--- config.mk ---
export PLATFORM = sky130hd
export DESIGN_NAME = fsmotor_stepctl
export DESIGN_NICKNAME = d
export VERILOG_FILES = /design/src/rtl/fsmotor_stepctl.sv
export SDC_FILE = /design/constraint.sdc
export NUM_CORES = 1
export LEC_CHECK = 0
export BUFFER_PORTS_ARGS = -buffer_cell sky130_fd_sc_hd__clkbuf_2
export CAP_MARGIN = 40
export CORE_MARGIN = 2
export CORE_UTILIZATION = 60
export DETAILED_ROUTE_END_ITERATION = 8
export PLACE_DENSITY = 0.85
export SLEW_MARGIN = 15
export SYNTH_ARGS = -nofsm -noshare
export SYNTH_HDL_FRONTEND = slang
export SYNTH_SLANG_ARGS = --single-unit
--- constraint.sdc ---
create_clock -name clk -period 12.15 [get_ports clk]
set_clock_uncertainty 0.1 [all_clocks]
set_input_delay 2.43 -clock clk [delete_from_list [all_inputs] [get_ports clk]]
set_output_delay 2.43 -clock clk [all_outputs]
set_load 0.01 [all_outputs]
--- src/rtl/fsmotor_stepctl.sv ---
// -----------------------------------------------------------------------------
// fsmotor_stepctl
//
// Step-sequencing controller for a single stepper-motor channel. A move
// command (direction, step count, half-period, microstep mode) is accepted
// while idle. The controller then produces the drive/dir/xen/xrst/ms pin
// group for one motor slot. It counts steps, keeps a signed position and
// stops early on the zero-position detector when moving toward home.
//
// Ports
//   clk          core clock
//   rst          asynchronous active-high reset
//   req_start    one-cycle start pulse (accepted only while idle)
//   req_stop     one-cycle abort pulse (honoured only while busy)
//   req_dir      1 = away from zero (+1 per step), 0 = toward zero
//   req_step     number of steps to move
//   req_speed    half-period of drive in clocks (0 behaves as 1)
//   req_ms       microstep mode for the move
//   cfg_en       keep the driver enabled while idle
//   cfg_drv_rst  hold the driver chip in reset
//   zpd          raw zero-position detector (asynchronous)
//   xen          driver enable, active-low
//   xrst         driver reset, active-low
//   ms           microstep select
//   drive        step pulse
//   dir          direction pin
//   busy         move in progress
//   done         one-cycle pulse when a move ends
//   zpd_hit      sticky: last move ended on the zero detector
//   remain       steps not yet issued
//   position     signed position, two's complement
// -----------------------------------------------------------------------------
module fsmotor_stepctl #(
    parameter int C_MICROSTEP_WIDTH   = 3,
    parameter int C_STEP_NUMBER_WIDTH = 16,
    parameter int C_SPEED_DATA_WIDTH  = 16,
    parameter int C_POS_WIDTH         = 24,
    parameter int C_DIR_SETUP         = 4,
    parameter bit C_ZPD_ACTIVE        = 1'b1
) (
    input  logic                           clk,
    input  logic                           rst,
    input  logic                           req_start,
    input  logic                           req_stop,
    input  logic                           req_dir,
    input  logic [C_STEP_NUMBER_WIDTH-1:0] req_step,
    input  logic [C_SPEED_DATA_WIDTH-1:0]  req_speed,
    input  logic [C_MICROSTEP_WIDTH-1:0]   req_ms,
    input  logic                           cfg_en,
    input  logic                           cfg_drv_rst,
    input  logic                           zpd,
    output logic                           xen,
    output logic                           xrst,
    output logic [C_MICROSTEP_WIDTH-1:0]   ms,
    output logic                           drive,
    output logic                           dir,
    output logic                           busy,
    output logic                           done,
    output logic                           zpd_hit,
    output logic [C_STEP_NUMBER_WIDTH-1:0] remain,
    output logic [C_POS_WIDTH-1:0]         position
);

    // The phase counter times both the direction setup interval and the
    // drive half-periods, so it is sized for whichever needs more bits.
    localparam int SETUP_W = (C_DIR_SETUP > 1) ? $clog2(C_DIR_SETUP) : 1;
    localparam int CNT_W   = (SETUP_W > C_SPEED_DATA_WIDTH) ? SETUP_W : C_SPEED_DATA_WIDTH;
    localparam logic [CNT_W-1:0] SETUP_LOAD = CNT_W'(C_DIR_SETUP - 1);

    typedef enum logic [1:0] {
        ST_IDLE,
        ST_SETUP,
        ST_HIGH,
        ST_LOW
    } state_t;

    state_t                          state;
    logic [CNT_W-1:0]                phase_cnt;
    logic [C_SPEED_DATA_WIDTH-1:0]   speed_lat;
    logic                            stop_pending;
    logic [1:0]                      zpd_sync;

    logic                            zpd_s;
    logic                            stop_now;
    logic [CNT_W-1:0]                speed_load;
    logic [C_POS_WIDTH-1:0]          position_step;

    // ------------------------------------------------------------------
    // Zero detector synchroniser (two flops; the raw input is asynchronous)
    // ------------------------------------------------------------------
    always_ff @(posedge clk or posedge rst) begin
        if (rst) begin
            zpd_sync <= 2'b00;
        end else begin
            zpd_sync <= {zpd_sync[0], zpd};
        end
    end

    assign zpd_s = (zpd_sync[1] == C_ZPD_ACTIVE);

    // An abort pulse arriving in the very cycle a phase ends still counts,
    // so the latched flag is OR-ed with the live request.
    assign stop_now = stop_pending | req_stop;

    // Each phase lasts speed_lat clocks; the counter runs down to zero.
    assign speed_load = CNT_W'(speed_lat) - CNT_W'(1);

    // Position after the step that is about to be issued (wraps naturally).
    assign position_step = dir ? (position + C_POS_WIDTH'(1))
                               : (position - C_POS_WIDTH'(1));

    // ------------------------------------------------------------------
    // Move sequencer
    // ------------------------------------------------------------------
    always_ff @(posedge clk or posedge rst) begin
        if (rst) begin
            state        <= ST_IDLE;
            phase_cnt    <= '0;
            speed_lat    <= '0;
            stop_pending <= 1'b0;
            drive        <= 1'b0;
            dir          <= 1'b0;
            ms           <= '0;
            busy         <= 1'b0;
            done         <= 1'b0;
            zpd_hit      <= 1'b0;
            remain       <= '0;
            position     <= '0;
        end else begin
            done <= 1'b0;

            if (busy && req_stop) begin
                stop_pending <= 1'b1;
            end

            unique case (state)
                ST_IDLE: begin
                    if (req_start) begin
                        dir          <= req_dir;
                        ms           <= req_ms;
                        speed_lat    <= (req_speed == '0) ? C_SPEED_DATA_WIDTH'(1) : req_speed;
                        remain       <= req_step;
                        zpd_hit      <= 1'b0;
                        stop_pending <= 1'b0;
                        if (req_step == '0) begin
                            // Empty move: acknowledge without ever going busy.
                            done <= 1'b1;
                        end else begin
                            state     <= ST_SETUP;
                            busy      <= 1'b1;
                            phase_cnt <= SETUP_LOAD;
                        end
                    end
                end

                ST_SETUP: begin
                    if (phase_cnt == '0) begin
                        if (stop_now) begin
                            // Aborted before the first step: nothing issued.
                            state        <= ST_IDLE;
                            busy         <= 1'b0;
                            done         <= 1'b1;
                            stop_pending <= 1'b0;
                        end else begin
                            state     <= ST_HIGH;
                            drive     <= 1'b1;
                            phase_cnt <= speed_load;
                            remain    <= remain - C_STEP_NUMBER_WIDTH'(1);
                            position  <= position_step;
                        end
                    end else begin
                        phase_cnt <= phase_cnt - CNT_W'(1);
                    end
                end

                ST_HIGH: begin
                    if (phase_cnt == '0) begin
                        state     <= ST_LOW;
                        drive     <= 1'b0;
                        phase_cnt <= speed_load;
                    end else begin
                        phase_cnt <= phase_cnt - CNT_W'(1);
                    end
                end

                ST_LOW: begin
                    if (phase_cnt == '0) begin
                        if (!dir && zpd_s) begin
                            // Home reached: the position is redefined as zero,
                            // replacing the decrement applied on this step.
                            state        <= ST_IDLE;
                            busy         <= 1'b0;
                            done         <= 1'b1;
                            stop_pending <= 1'b0;
                            position     <= '0;
                            zpd_hit      <= 1'b1;
                        end else if (stop_now || (remain == '0)) begin
                            state        <= ST_IDLE;
                            busy         <= 1'b0;
                            done         <= 1'b1;
                            stop_pending <= 1'b0;
                        end else begin
                            state     <= ST_HIGH;
                            drive     <= 1'b1;
                            phase_cnt <= speed_load;
                            remain    <= remain - C_STEP_NUMBER_WIDTH'(1);
                            position  <= position_step;
                        end
                    end else begin
                        phase_cnt <= phase_cnt - CNT_W'(1);
                    end
                end

                default: begin
                    state <= ST_IDLE;
                end
            endcase
        end
    end

    // ------------------------------------------------------------------
    // Driver control pins. Both are gated by rst directly so the driver is
    // disabled and held in reset for the whole reset interval.
    // ------------------------------------------------------------------
    assign xen  = ~((busy | cfg_en) & ~rst);
    assign xrst = ~(cfg_drv_rst | rst);

endmodule

==> results of run 1 <==
[metal layers]
metal	part of all wire [%]	vias to the layer above	wire (µm)
met1	43	2450	5540
met3	7.0	17	916
met5	0	-	0
met4	1.6	0	203
met2	49	211	6340
li1	-	2525	-
[synthesized netlist by cell type (2+ instances only)]
| cell type | count | share of area [%] |
|---|---|---|
| nand2_1 | 119 | 8.4 |
| dfrtp_1 | 85 | 40 |
| o21ai_0 | 60 | 5.6 |
| a21oi_1 | 59 | 5.5 |
| nor2_1 | 54 | 3.8 |
| ha_1 | 24 | 5.6 |
| clkbuf_1 | 23 | 1.6 |
| inv_1 | 21 | 1.5 |
| nor3_1 | 18 | 1.7 |
| o31ai_1 | 16 | 2.3 |
| nand3_1 | 14 | 1.3 |
| nor4_1 | 13 | 1.5 |
| a21o_1 | 12 | 1.7 |
| o22ai_1 | 11 | 1.3 |
| a211oi_1 | 10 | 1.4 |
| nand2b_1 | 9 | 1.1 |
| mux2i_1 | 8 | 1.5 |
| and2_1 | 7 | 0.82 |
| xnor2_1 | 7 | 1.2 |
| xor2_1 | 7 | 1.2 |
| a31oi_1 | 6 | 0.70 |
| nor2b_1 | 6 | 0.70 |
| o21a_1 | 6 | 0.85 |
| nand4_1 | 5 | 0.59 |
| or3_1 | 5 | 0.59 |
| o21bai_1 | 4 | 0.56 |
| a21boi_0 | 3 | 0.42 |
| mux2_2 | 3 | 0.63 |
| nand3b_1 | 3 | 0.42 |
| o31a_1 | 3 | 0.49 |
| o41ai_1 | 3 | 0.49 |
| buf_1 | 2 | 0.14 |
| nor4b_1 | 2 | 0.33 |
| o32ai_1 | 2 | 0.33 |
| or2_2 | 2 | 0.23 |
[final timing paths]
kind	to	slack, ns
max	xen	6.83
min	zpd_sync[1]	0.27
max reg2reg	phase_cnt[14]	8.31
min reg2reg	zpd_sync[1]	0.27
max in group asynchronous	phase_cnt[5]	9.29
min in group asynchronous	remain[0]	2.06
[registers in the layout, summed over array words and instances, names as in the netlist]
signal / cells
drive: 1
speed_lat: 16
remain: 16
phase_cnt: 16
state: 2
stop_pending: 1
position: 24
zpd_sync: 2
dir: 1
busy: 1
done: 1
zpd_hit: 1
ms: 3
[power by group through the flow]
stage / clock, mW / combinational [mW] / sequential, mW
2_1_floorplan: 0 / 0.135 / 0.351
3_3_place_gp: 0 / 0.172 / 0.355
3_5_place_dp: 0 / 0.184 / 0.357
5_1_grt: 0.226 / 0.210 / 0.359
4_1_cts: 0.214 / 0.185 / 0.352
6_report: 0.211 / 0.185 / 0.353
[worst max-delay path, cell delays in order]
cell	delay, ns
clkbuf_2	0.10
clkinv_2	0.05
o21ai_0	0.06
clkbuf_2	0.15
[final cells by class]
type | instances | area [µm²]
tap | 108 | 135
multi-input combinational | 520 | 3040
fill | 706 | 2530
clock buffer | 9 | 124
timing repair buffer | 100 | 561
clock inverter | 7 | 80.1
sequential | 85 | 2130
inverter | 21 | 80.1
[stage by stage]
stage | power (mW) | area [µm²] | std cells
finish | 0.749 | 6140 | 850
CTS | 0.750 | 6140 | 850
global route | 0.795 | 6140 | 850
detailed placement | 0.541 | 5940 | 834
floorplan | 0.486 | 5330 | 651
global placement | 0.527 | 5880 | 831
[kinds of logic after synthesis]
family / share of synthesized area [%]
buffers and inverters: 3.24
xor gates and xnor gates: 2.30
and+or+nand+nor: 22.8
muxes: 2.14
DFF: 39.9
adders and majority gates: 6.01
AOI/OAI and AO/OA: 23.6
==> flow_metrics.tcl, run 1 <==
set metrics [dict create \
    coreArea_um2 8680 \
    p_leak_nw 2.99 \
    p_comb_share_pct 24.7 \
    cp-startpoint "rst" \
    cts_buffers 9 \
    arrival_ns 2.79 \
    rsz0062_at_grt "false" \
    gp_congestion 0.895 \
    synth_cell_types 54 \
    place_ws_ns 6.82 \
    hold_class "reg -> reg" \
    portBuffers 92 \
    drt_first_pass_iters 5 \
    h-tree-depth 3 \
    cts_tree "built" \
    hold_buffers 0 \
    clockBufferDepth 2 \
    cap_viol_max_count 0 \
    grtUsageMet3_pct 4.29 \
    ant_nets 0 \
    post_cts_buffers 0 \
    fin_ws_ns 6.83 \
    clk_pin_slew_ns 0.10 \
    antenna_found_initial 0 \
    final_cell_mix "119 x nand2_1, 92 x clkbuf_2, 85 x dfrtp_1, 59 x o21ai_0, 59 x a21oi_1" \
    drc 0 \
    die_area_um2 9650 \
    synth-main-ff-cell "dfrtp_1" \
    max_freq_mhz 188 \
    grt_pass1_vias 4940 \
    finalMaxSlewViolations 0 \
    power_frac_clock_pct 28.1 \
    final_common_cell "nand2_1" \
    synth_nets 719 \
    grt_overflow 0 \
    initial_utilization_pct 61.4 \
    synth-edff-count 0 \
    slew_headroom_pct 44.8 \
    synth_area_um2 5330 \
    sw_frac_of_total_pct 34.7 \
    power_frac_seq_pct 47.2 \
    r2r_start "phase_cnt[9]" \
    worst-setup-path-type "in -> out" \
    min_period_over_period_pct 43.8 \
    p_per_area_nw_per_um2 122 \
    final_nets 805 \
    tightest_slew_ns 0.829 \
    hold_viol 0 \
    root_buffer "clkbuf_8" \
    final_util_pct 70.8 \
    synth.avg_cell_area_um2 8.18 \
    outcome "finished, final reports clean" \
    cp-start-kind "input pin" \
    routed_wl_mm 13.0 \
    setup_viol 0 \
    vias_per_cell 6.12 \
    p_int_mw 0.489 \
    cp_max_fo 2 \
    num_vias 5203 \
    post_drt_wl_per_cell_um 15.3 \
    grt_max_degree 55 \
    drtIter0Drc 271 \
    rows 34 \
    grt_first_pass_wirelength_mm 22.1 \
    async_reset_ff_share_pct 100 \
    die_y_um 98.2 \
    switchingPower_mw 0.260 \
    synth_cells 651 \
    fp.dieW_um 98.2 \
    ir_drop_v 0.0000845 \
    met1_usage_pct 36.2 \
    ys_seq_area_share_pct 39.9 \
    io-pin-count 93 \
    clock_latency_ns 0.36 \
    setup_tns_ns 0 \
    final.hold.worst_slack_ns 0.268 \
    grt-busiest-layer "met2" \
    areaGrowthSynthToFinish_pct 15.3 \
    clock-sinks 85 \
    hold_start "zpd_sync[0]" \
    dp_hpwl_mm 9.41 \
    antenna_cells 0 \
    drive_gt1_share_pct 17.3 \
    cp-end-kind "output pin" \
    worst_ep_required_time_ns 9.62 \
    grt_use_met2_pct 46.4 \
    yosysWarnings 0 \
    synth_seq_cells 85 \
    grt_use_total_pct 27.5 \
    reg2regPathDepth 14 \
    fin_crit_ns 5.32 \
    ctsResizeCount 0 \
    hold_depth 0 \
]
(Power assumes the default switching activity.)
==> run 2: changes to the inputs <==
--- a/config.mk
+++ b/config.mk
@@ -8,9 +8,9 @@
 export BUFFER_PORTS_ARGS = -buffer_cell sky130_fd_sc_hd__clkbuf_2
 export CAP_MARGIN = 40
 export CORE_MARGIN = 2
-export CORE_UTILIZATION = 60
+export CORE_UTILIZATION = 57
 export DETAILED_ROUTE_END_ITERATION = 8
-export PLACE_DENSITY = 0.85
+export PLACE_DENSITY = 0.81
 export SLEW_MARGIN = 15
 export SYNTH_ARGS = -nofsm -noshare
 export SYNTH_HDL_FRONTEND = slang
==> constraint.sdc (replaced) <==
create_clock -name clk -period 5.1 [get_ports clk]
set_clock_uncertainty 0.1 [all_clocks]
set_input_delay 1.02 -clock clk [delete_from_list [all_inputs] [get_ports clk]]
set_output_delay 1.02 -clock clk [all_outputs]
set_load 0.01 [all_outputs]
==> flow_metrics.tcl, run 2 (synthesis results as in run 1) <==
set metrics [dict create \
    outcome "finished, final reports clean" \
    routed_wl_mm 13.4 \
    drt_first_pass_iters 5 \
    final_common_cell "nand2_1" \
    hold_buffers 0 \
    num_vias 5186 \
    hold_viol 0 \
    cp_max_fo 20 \
    coreArea_um2 9150 \
    clockBufferDepth 2 \
    drc 0 \
    grtUsageMet3_pct 3.74 \
    rsz0062_at_grt "false" \
    ir_drop_v 0.000140 \
    antenna_cells 0 \
    grt_overflow 0 \
    cpMostUsedCell "a21oi_1" \
    fp.dieW_um 101 \
    crit_chain "inv_1, ha_1, nor4b_1, nand4b_1, nor3_1, nor4_1, nand3_1, nand2_1, a21oi_1, a21oi_1" \
    total_power_mw 1.78 \
    final_nets 805 \
    p_comb_share_pct 25.0 \
    ant_nets 0 \
    cp-end-kind "register" \
    largest_reg_flops 24 \
    die_y_um 101 \
    vias_per_cell 6.09 \
    gp_congestion 0.890 \
    root_buffer "clkbuf_8" \
    arrival_ns 3.98 \
    cap_viol_max_count 0 \
    regMostFlops "position" \
    areaGrowthSynthToFinish_pct 14.6 \
    drive_gt1_share_pct 17.1 \
    path_buf_inv 1 \
    power_frac_seq_pct 47.4 \
    switchingPower_mw 0.597 \
    fin_crit_ns 3.87 \
    p_leak_nw 2.98 \
    grt_use_total_pct 27.3 \
    drtIter0Drc 271 \
    setup_tns_ns 0 \
    dp_hpwl_mm 9.71 \
    rows 35 \
    clk_pin_slew_ns 0.09 \
    post_drt_wl_per_cell_um 15.8 \
    grt_use_met2_pct 44.8 \
    worst_ep_required_time_ns 5.20 \
    sw_frac_of_total_pct 33.6 \
    layout.cells.non_filler 852 \
    power_frac_clock_pct 27.6 \
    antenna_found_initial 0 \
    grt_first_pass_wirelength_mm 22.4 \
    worst-setup-path-type "reg -> reg" \
    cts_buffers 9 \
    tightest_slew_ns 0.785 \
    cts_tree "built" \
    setup_viol 0 \
    max_freq_mhz 258 \
    clock-sinks 85 \
    portBuffers 92 \
    cp_slowest_cell "nor4b_1" \
    ctsResizeCount 0 \
    min_period_over_period_pct 75.9 \
    grt_max_degree 54 \
    initial_utilization_pct 58.2 \
    cp-start-kind "register" \
    hold_class "reg -> reg" \
    p_int_mw 1.18 \
    met1_usage_pct 36.9 \
    post_cts_buffers 0 \
    grt-busiest-layer "met2" \
    clock_latency_ns 0.36 \
    slew_headroom_pct 46.9 \
    p_per_area_nw_per_um2 291 \
    io-pin-count 93 \
    grt_pass1_vias 4828 \
    final_util_pct 66.7 \
    crit_family "simple AND/OR/NAND/NOR gates" \
    finalMaxSlewViolations 0 \
    max_stage_delay_ns 0.66 \
    h-tree-depth 3 \
    final_cell_mix "119 x nand2_1, 92 x clkbuf_2, 85 x dfrtp_1, 59 x o21ai_0, 59 x a21oi_1" \
    placed_cells 837 \
    die_area_um2 10100 \
]
run 2: cell types whose count changed in the layout (fill, tap and decap cells not counted):
cell,change
clkbuf_8,+2
buf_6,+1
buf_16,-2
inv_6,-3
clkinvlp_4,-1
clkinv_2,+2
clkinv_4,-1
buf_4,+1
run 2: metal layers:
layer / vias up / wire length [µm]
met5: - / 0
met4: 0 / 310
met3: 30 / 681
met2: 190 / 6390
met1: 2455 / 6040
li1: 2511 / -
run 2: area by class of cell:
cell class	instances	area, µm²
tap	111	139
inverter	21	80.1
clock buffer	11	151
multi-input combinational	520	3040
fill	764	3050
sequential	85	2130
timing repair buffer	100	524
clock inverter	4	47.5
run 2: metrics by stage:
| step | hold WS, ns | instance area, µm² | worst slack [ns] |
|---|---|---|---|
| finish | 0.272 | 6110 | 1.23 |
| global route | 0.287 | 6110 | 0.853 |
| CTS | 0.269 | 6110 | 1.26 |
| detailed placement | 0.249 | 5910 | 1.29 |
| global placement | 0.245 | 5890 | 1.39 |
| floorplan | 0.231 | 5330 | 0.630 |
run 2: worst reg2reg max path, delay by kind of cell (launching register included):
family | cells | cell delay (ns)
adders and majority gates | 1 | 0.21
AOI/OAI and AO/OA | 2 | 0.37
DFF | 1 | 0.40
buffers and inverters | 1 | 0.09
and+or+nand+nor | 6 | 2.53
run 2: path summary, 6_finish.rpt:
check	startpoint	endpoint	slack, ns	cells past startpoint
max	remain[0]	remain[14]	1.23	10
min	zpd_sync[0]	zpd_sync[1]	0.27	0
max reg2reg	remain[0]	remain[14]	1.23	10
min reg2reg	zpd_sync[0]	zpd_sync[1]	0.27	0
max in group asynchronous	rst	phase_cnt[6]	3.22	3
min in group asynchronous	rst	position[4]	0.59	2
run 2: power groups by stage:
stage	combinational (mW)	clock (mW)	sequential [mW]
6_report	0.444	0.490	0.841
5_1_grt	0.500	0.524	0.853
3_3_place_gp	0.415	0	0.846
4_1_cts	0.440	0.495	0.838
3_5_place_dp	0.437	0	0.851
2_1_floorplan	0.322	0	0.836
